[config.mk]
export PLATFORM = sky130hd
export DESIGN_NAME = sram_arbiter
export DESIGN_NICKNAME = d
export VERILOG_FILES = /design/src/rtl/sram_arbiter.sv
export SDC_FILE = /design/constraint.sdc
export NUM_CORES = 1
export LEC_CHECK = 0
export CAP_MARGIN = 0
export CORE_ASPECT_RATIO = 1.5
export CORE_MARGIN = 2
export CORE_UTILIZATION = 38
export DETAILED_ROUTE_END_ITERATION = 8
export GPL_ROUTABILITY_DRIVEN = 0
export HOLD_SLACK_MARGIN = 0.02
export PLACE_DENSITY = 0.76
export SLEW_MARGIN = 20
export SYNTH_ARGS = -nofsm -noshare
export SYNTH_HDL_FRONTEND = slang
export SYNTH_SLANG_ARGS = --single-unit
[constraint.sdc]
create_clock -name clk -period 1.8 [get_ports clk]
set_input_delay 0.18 -clock clk [delete_from_list [all_inputs] [get_ports clk]]
set_output_delay 0.18 -clock clk [all_outputs]
set_load 0.01 [all_outputs]
[src/rtl/sram_arbiter.sv]
// sram_arbiter: shares one single-port, fixed-latency SRAM between the
// instruction-fetch path (IF) and the data-memory path (MEM). Each access is
// a multi-cycle transaction: address/data/controls are registered on the grant
// edge, held for WAIT_CYCLES cycles, then the owner gets a one-cycle ready
// pulse in the RESP state. MEM has fixed priority over IF.
//
// Ports:
//   clk, rst                   clock, synchronous active-high reset
//   if_req/if_addr             IF read request (held until if_ready) + address
//   if_rdata/if_ready          IF read data and one-cycle completion pulse
//   mem_r_en/mem_w_en          MEM read/write request (held until mem_ready)
//   mem_addr/mem_wdata         MEM address and write data
//   mem_rdata/mem_ready        MEM read data and one-cycle completion pulse
//   freeze                     pipeline freeze while a MEM access is pending
//   sram_addr/sram_wdata       registered SRAM address and write data
//   sram_we/sram_oe            registered SRAM write / output enables
//   sram_rdata                 SRAM read data
//
// Handshake: a requester raises its request and holds it (with stable
// address/data) until it sees its ready pulse; ready is high for exactly one
// cycle and the data output is valid in that cycle. The arbiter only samples
// requests in IDLE. The FSM state is the named signal 'state' and the access
// counter is 'cnt', both visible for checkers.
module sram_arbiter #(
  parameter int WAIT_CYCLES = 4,
  parameter int ADDR_W      = 32,
  parameter int DATA_W      = 32
) (
  input  logic              clk,
  input  logic              rst,
  input  logic              if_req,
  input  logic [ADDR_W-1:0] if_addr,
  output logic [DATA_W-1:0] if_rdata,
  output logic              if_ready,
  input  logic              mem_r_en,
  input  logic              mem_w_en,
  input  logic [ADDR_W-1:0] mem_addr,
  input  logic [DATA_W-1:0] mem_wdata,
  output logic [DATA_W-1:0] mem_rdata,
  output logic              mem_ready,
  output logic              freeze,
  output logic [ADDR_W-1:0] sram_addr,
  output logic [DATA_W-1:0] sram_wdata,
  output logic              sram_we,
  output logic              sram_oe,
  input  logic [DATA_W-1:0] sram_rdata
);

  typedef enum logic [1:0] {
    IDLE    = 2'd0,
    MEM_ACC = 2'd1,
    IF_ACC  = 2'd2,
    RESP    = 2'd3
  } state_t;

  localparam logic OWNER_IF  = 1'b0;
  localparam logic OWNER_MEM = 1'b1;

  // Counter value on the last cycle the SRAM controls are held.
  localparam logic [3:0] LAST_CNT = 4'(WAIT_CYCLES - 1);

  state_t     state;
  logic [3:0] cnt;
  logic       owner;
  logic       mem_req;

  assign mem_req = mem_r_en | mem_w_en;

  // Drops in the RESP cycle so the MEM stage advances together with its data.
  assign freeze = mem_req & ~mem_ready;

  always_ff @(posedge clk) begin
    if (rst) begin
      state      <= IDLE;
      cnt        <= 4'd0;
      owner      <= OWNER_IF;
      sram_addr  <= '0;
      sram_wdata <= '0;
      sram_we    <= 1'b0;
      sram_oe    <= 1'b0;
      if_rdata   <= '0;
      mem_rdata  <= '0;
      if_ready   <= 1'b0;
      mem_ready  <= 1'b0;
    end else begin
      // Ready pulses are only ever set on the edge entering RESP.
      if_ready  <= 1'b0;
      mem_ready <= 1'b0;
      case (state)
        IDLE: begin
          if (mem_req) begin
            // Both enables high counts as a write: oe stays low.
            state      <= MEM_ACC;
            owner      <= OWNER_MEM;
            cnt        <= 4'd0;
            sram_addr  <= mem_addr;
            sram_wdata <= mem_wdata;
            sram_we    <= mem_w_en;
            sram_oe    <= ~mem_w_en;
          end else if (if_req) begin
            state      <= IF_ACC;
            owner      <= OWNER_IF;
            cnt        <= 4'd0;
            sram_addr  <= if_addr;
            sram_wdata <= '0;
            sram_we    <= 1'b0;
            sram_oe    <= 1'b1;
          end
        end
        MEM_ACC, IF_ACC: begin
          if (cnt == LAST_CNT) begin
            if (owner == OWNER_IF) begin
              if_rdata <= sram_rdata;
            end else if (!sram_we) begin
              // sram_we still reflects the access type on this final edge.
              mem_rdata <= sram_rdata;
            end
            sram_we   <= 1'b0;
            sram_oe   <= 1'b0;
            sram_addr <= '0;
            if_ready  <= (owner == OWNER_IF);
            mem_ready <= (owner == OWNER_MEM);
            state     <= RESP;
          end else begin
            cnt <= cnt + 4'd1;
          end
        end
        RESP: begin
          state <= IDLE;
        end
        default: begin
          state <= IDLE;
        end
      endcase
    end
  end

endmodule

Yosys cells after proc, flatten, opt, wreduce, memory -nomap -nowiden

Index checks and enable logic that the tools add are counted.

$add $sub $neg: 1
Eq/ne operators: 7
Mux-type cells: 22
Bitwise gates (word level): 8
Reductions and logical operators: 11

Operators with widths:

| kind                                                                  | number |
|---|---|
| 32-bit two-way mux                                                    | 5 |
| 32-bit one-hot mux with 2 select lines                                | 1 |
| 4-bit two-way mux                                                     | 3 |
| 3-bit AND reduction                                                   | 3 |
| 4-bit one-hot mux with 2 select lines                                 | 1 |
| 1-bit two-way mux                                                     | 6 |
| 2-bit two-way mux                                                     | 3 |
| 1-bit inverter                                                        | 6 |
| 2-bit one-hot mux with 3 select lines                                 | 1 |
| 4-bit by 1-bit adder with 4-bit output, second input constant         | 1 |
| 2-bit equality test, second input constant                            | 2 |
| 4-bit by 2-bit equality test with 1-bit output, second input constant | 1 |
| 2-bit != test, second input constant                                  | 2 |
| 1-bit one-hot mux with 2 select lines                                 | 2 |
| 2-bit AND reduction                                                   | 2 |
| 4-bit AND reduction                                                   | 1 |
| 2-bit nonzero test                                                    | 2 |
| 3-bit != test, second input constant                                  | 1 |
| 3-bit OR reduction                                                    | 1 |
| 2-bit by 1-bit equality test with 1-bit output, second input constant | 1 |
| 2-bit logical NOT                                                     | 1 |
| 2-bit OR reduction                                                    | 1 |
| 1-bit bitwise AND                                                     | 1 |
| 1-bit OR                                                              | 1 |

Register bits: 139
Input bits: 133
Output and inout bits: 133
Logic and storage cells: 60

Logic depth before layout (Yosys ltp)

Depth after elaboration: 4
Mapped depth: 7
Mapped depth without buffers: 5

Least setup slack after synthesis

No wires, ideal clock.

Path kind: register -> register
Start: register state[0]
End: register cnt[3]
Library setup time: 0.074 ns
Arrival: 1.655 ns
Required time: 1.726 ns
Path slack: 0.070 ns
Cell stages (with the launch flop): 7
Path buffers: 1
Clock period less this slack: 1.730 ns
Cell sequence: dfxtp_1 > inv_1 > ha_1 > clkbuf_1 > inv_1 > or4_1 > a31oi_1

Cells in the longest elaborated chain, start to end: 4
Elaborated cells on any way between the ends: 9
Classes of those cells: 4 x eq/ne; 1 x mux; 4 x reduce/logical

Ends and longest elaborated chain:

| item                                                                                  | RTL line | source |
|---|---|---|
| start: declaration                                                                    | 62       | `state_t state;` |
| start signal: assignment                                                              | 74       | `state <= IDLE;` |
| start signal: assignment                                                              | 93       | `state <= MEM_ACC;` |
| start signal: assignment                                                              | 101      | `state <= IF_ACC;` |
| 2-bit by 1-bit equality test with 1-bit output or 2-bit equality test (tied branches) | 89       | `case (state)` |
| 2-bit OR reduction                                                                    | 89       |  |
| 2-bit != test (no source line) or 2-bit nonzero test (tied branches)                  | n/a      |  |
| 3-bit AND reduction (no source line)                                                  | n/a      |  |
| end signal: assignment                                                                | 125      | `cnt <= cnt + 4'd1;` |
| end: declaration                                                                      | 63       | `logic [3:0] cnt;` |

Parallel ways exist; a longest one is shown, timed or not.
A chain may end at the register's enable or synchronous reset.

Final worst setup path

Start: register state[0]
End: register sram_oe

Cells in the longest elaborated chain, start to end: 4
Elaborated cells on any way between the ends: 9
Classes of those cells: 4 x eq/ne; 1 x mux; 4 x reduce/logical

Ends and longest elaborated chain:

| item                                                                                  | RTL line | source |
|---|---|---|
| 2-bit by 1-bit equality test with 1-bit output or 2-bit equality test (tied branches) | 89       |  |
| 2-bit OR reduction                                                                    | 89       |  |
| 2-bit != test (no source line) or 2-bit nonzero test (tied branches)                  | n/a      |  |
| 3-bit AND reduction (no source line)                                                  | n/a      |  |
| end signal: assignment                                                                | 99       | `sram_oe <= ~mem_w_en;` |
| end: declaration                                                                      | 45       | `output logic sram_oe,` |

Parallel ways exist; a longest one is shown, timed or not.

==> flow_summary.json <==
{
  "grt_pass1_vias": 5829,
  "drc": 0,
  "hp-start": "mem_w_en",
  "tightest_slew_ns": 0.7321,
  "intPower_w": 0.008442,
  "setup_viol_count_final": 0,
  "ys_seq_elements": 139,
  "cts_tree": "built",
  "die_w_um": 107.9,
  "wl_per_cell_um": 16.51,
  "status": "finished clean",
  "switching_share_pct": 32.95,
  "port_buffers": 265,
  "io-pin-count": 266,
  "clk_pin_slew_ns": 0.06,
  "drive_above_1_share_pct": 8.820,
  "hp-class": "in2reg",
  "die-height_um": 159.8,
  "switching_power_w": 0.004148,
  "first_pass_iters": 4,
  "rsz0062_at_grt": "true",
  "fin_cells": 1147,
  "cp_data_arrival_time_ns": 2.05,
  "yosysSeqAreaShare_pct": 45.27,
  "n_antenna_cell": 0,
  "grt_max_degree": 70,
  "crit_chain": "inv_1, ha_1, buf_4, nor2b_1, o21a_4, mux2_4",
  "critPathTopFamily": "flip-flops",
  "p_comb_share_pct": 39.2,
  "grt_pass1_wl_um": 29440,
  "crit_type": "reg2reg",
  "avgSynthCellArea_um2": 8.858,
  "fp-row-count": 57,
  "cts_sinks": 139,
  "report.final.slew_viol_count": 0,
  "wl_um": 18930,
  "period_share_pct": 98.27,
  "cp_slowest_cell": "dfxtp_1",
  "hold_violations": 0,
  "reg2reg_slack_ns": 0.03,
  "cts_buffers": 17,
  "via_per_inst": 5.296,
  "p_per_area_nw_per_um2": 1288,
  "drt_iter0_markers": 446,
  "r2r_end": "sram_oe",
  "seqPwrFrac_pct": 31.1,
  "nets": 1064,
  "nFillCells": 1387,
  "worstSkewPairLatency_ns": 0.40,
  "clock_skew_ns": 0.01065,
  "synth_area_um2": 6147,
  "slew_headroom_pct": 51.19,
  "ff2ff_path_depth": 6,
  "worstSetupEndpointType": "flop",
  "initial_core_util_pct": 38.31,
  "synth_cells": 694,
  "ant_nets": 0,
  "ys.warnings.count": 0,
  "clock_power_share_pct": 29.7,
  "overflow": 0,
  "hold_depth": 4,
  "antenna_found_initial": 0,
  "path_buf_inv": 2,
  "cp.required_ns": 2.09,
  "maxCapViolations": 0,
  "dpl_worst_slack_ns": -0.03982,
  "syn2layout_area_growth_pct": 58.99,
  "syn-num-nets": 830,
  "min_period_ns": 1.769,
  "coreArea_um2": 16050,
  "ir_worst_vdd_uv": 799.1,
  "place_inst": 1113,
  "ys_types": 37,
  "max_stage_delay_ns": 0.32,
  "h-tree-depth": 4,
  "fmax_mhz": 565.4,
  "dieArea_um2": 17230,
  "start_kind": "flop",
  "leakage_nw": 3.409,
  "root_buffer": "clkbuf_16",
  "path_max_fanout": 11,
  "finalWorstSetupSlack_ns": 0.03122,
  "hold_ws_ns": 0.3048,
  "hold_end": "state[1]",
  "vias": 6075,
  "post-dp-hpwl_um": 12800,
  "tns_ns": 0,
  "layout_common_cells": "clkdlybuf4s50_1 (262), dfxtp_1 (137), o21ai_0 (69)",
  "timing.rr.start": "state[0]",
  "max-clock-path-buffers": 2,
  "final_common_cell": "clkdlybuf4s50_1",
  "grt_usage_pct": 21.15
}
[power groups by stage]
stage	clock (W)	combinational, W	sequential (W)
2_1_floorplan	0	0.00257	0.00413
3_3_place_gp	0	0.00486	0.00396
3_5_place_dp	0	0.00489	0.00398
4_1_cts	0.00383	0.00493	0.00392
5_1_grt	0.00397	0.00529	0.00398
6_report	0.00374	0.00494	0.00391
[cell type report]
type                       count  area (µm²)  area share [%]
timing repair buffer         294        3003           30.73
multi-input combinational    470        3074           31.46
inverter                       6       22.52          0.2304
tap                          206       257.7           2.637
clock inverter                12       183.9           1.882
clock buffer                  20       446.7           4.570
sequential                   139        2785           28.50
[how the worst max path moves through the flow]
stage | from | endpoint | cells after the start
after CTS | state[0] | sram_addr[20] | 6
after global routing | state[1] | cnt[0] | 6
final | state[0] | sram_oe | 6
after floorplan | state[0] | cnt[3] | 6
after detailed placement | if_req | sram_addr[20] | 5
after global placement | if_req | sram_addr[22] | 5
[per-layer routing]
metal / global-route usage, % / wire (µm) / vias to the layer above
met5: 0 / 0 / -
met4: 8.858 / 562 / 0
met3: 4.571 / 887 / 32
met2: 37.34 / 10060 / 192
met1: 24.27 / 7423 / 2847
li1: - / - / 3004
[state kept, by name (all words and copies together), names as in the netlist]
| name | flops |
|---|---|
| sram_we | 1 |
| sram_wdata | 32 |
| if_ready | 1 |
| mem_rdata | 32 |
| mem_ready | 1 |
| sram_addr | 32 |
| sram_oe | 1 |
| owner | 1 |
| if_rdata | 32 |
| cnt | 4 |
| state | 2 |
[synthesized netlist by cell type (all sizes together)]
master | number | share of area (%)
a21o | 1 | 0.12
a21oi | 65 | 5.3
a221oi | 2 | 0.29
a22o | 1 | 0.14
a22oi | 32 | 3.9
a31oi | 3 | 0.31
and4bb | 1 | 0.20
buf | 25 | 2.4
clkbuf | 54 | 3.3
dfxtp | 139 | 45
ha | 3 | 0.61
inv | 6 | 0.37
mux2 | 1 | 0.24
mux2i | 33 | 5.4
nand2 | 36 | 2.2
nand3 | 37 | 3.0
nand4b | 32 | 4.6
nand4bb | 1 | 0.18
nor2 | 37 | 2.3
nor2b | 4 | 0.41
nor3 | 3 | 0.24
nor3b | 33 | 4.0
nor4b | 1 | 0.14
o211ai | 1 | 0.12
o21a | 34 | 4.3
o21ai | 70 | 5.9
o311ai | 1 | 0.14
o31ai | 34 | 4.2
or3b | 1 | 0.14
or4 | 2 | 0.24
or4b | 1 | 0.16
[per-stage QoR]
step | power (W) | util [%] | cell area (µm²)
6_report | 0.01259 | 60.90 | 9773
3_5_place_dp | 0.008869 | 56.42 | 9054
3_3_place_gp | 0.008818 | 56.42 | 9054
5_1_grt | 0.01325 | 60.90 | 9773
4_1_cts | 0.01268 | 60.41 | 9694
2_1_floorplan | 0.006702 | - | 6147
[kinds of logic (layout without fill, tap and decap cells)]
| family | after synthesis | count (layout) | synth area share [%] |
|---|---|---|---|
| AND/OR/NAND/NOR | 189 | 189 | 17.79 |
| buffers and inverters | 85 | 332 | 6.086 |
| multiplexers | 34 | 34 | 5.618 |
| AO/OA/AOI/OAI | 244 | 244 | 24.63 |
| flip-flops | 139 | 139 | 45.27 |
| adder cells (fa/ha/maj) | 3 | 3 | 0.6107 |
[worst min-delay path: stages]
cell and delay [ns]:
buf_2 0.18, nor2_1 0.13, nand2_1 0.09, a221oi_1 0.07
[repair_timing]
item | 4_1_cts | 5_1_grt
setup endpoints to repair | 0 | 46
setup buffers | 0 | 0
hold buffers | 1 | 0
hold endpoints to repair | 1 | 0
gates resized for setup | 0 | 11
(Power assumes the default switching activity.)
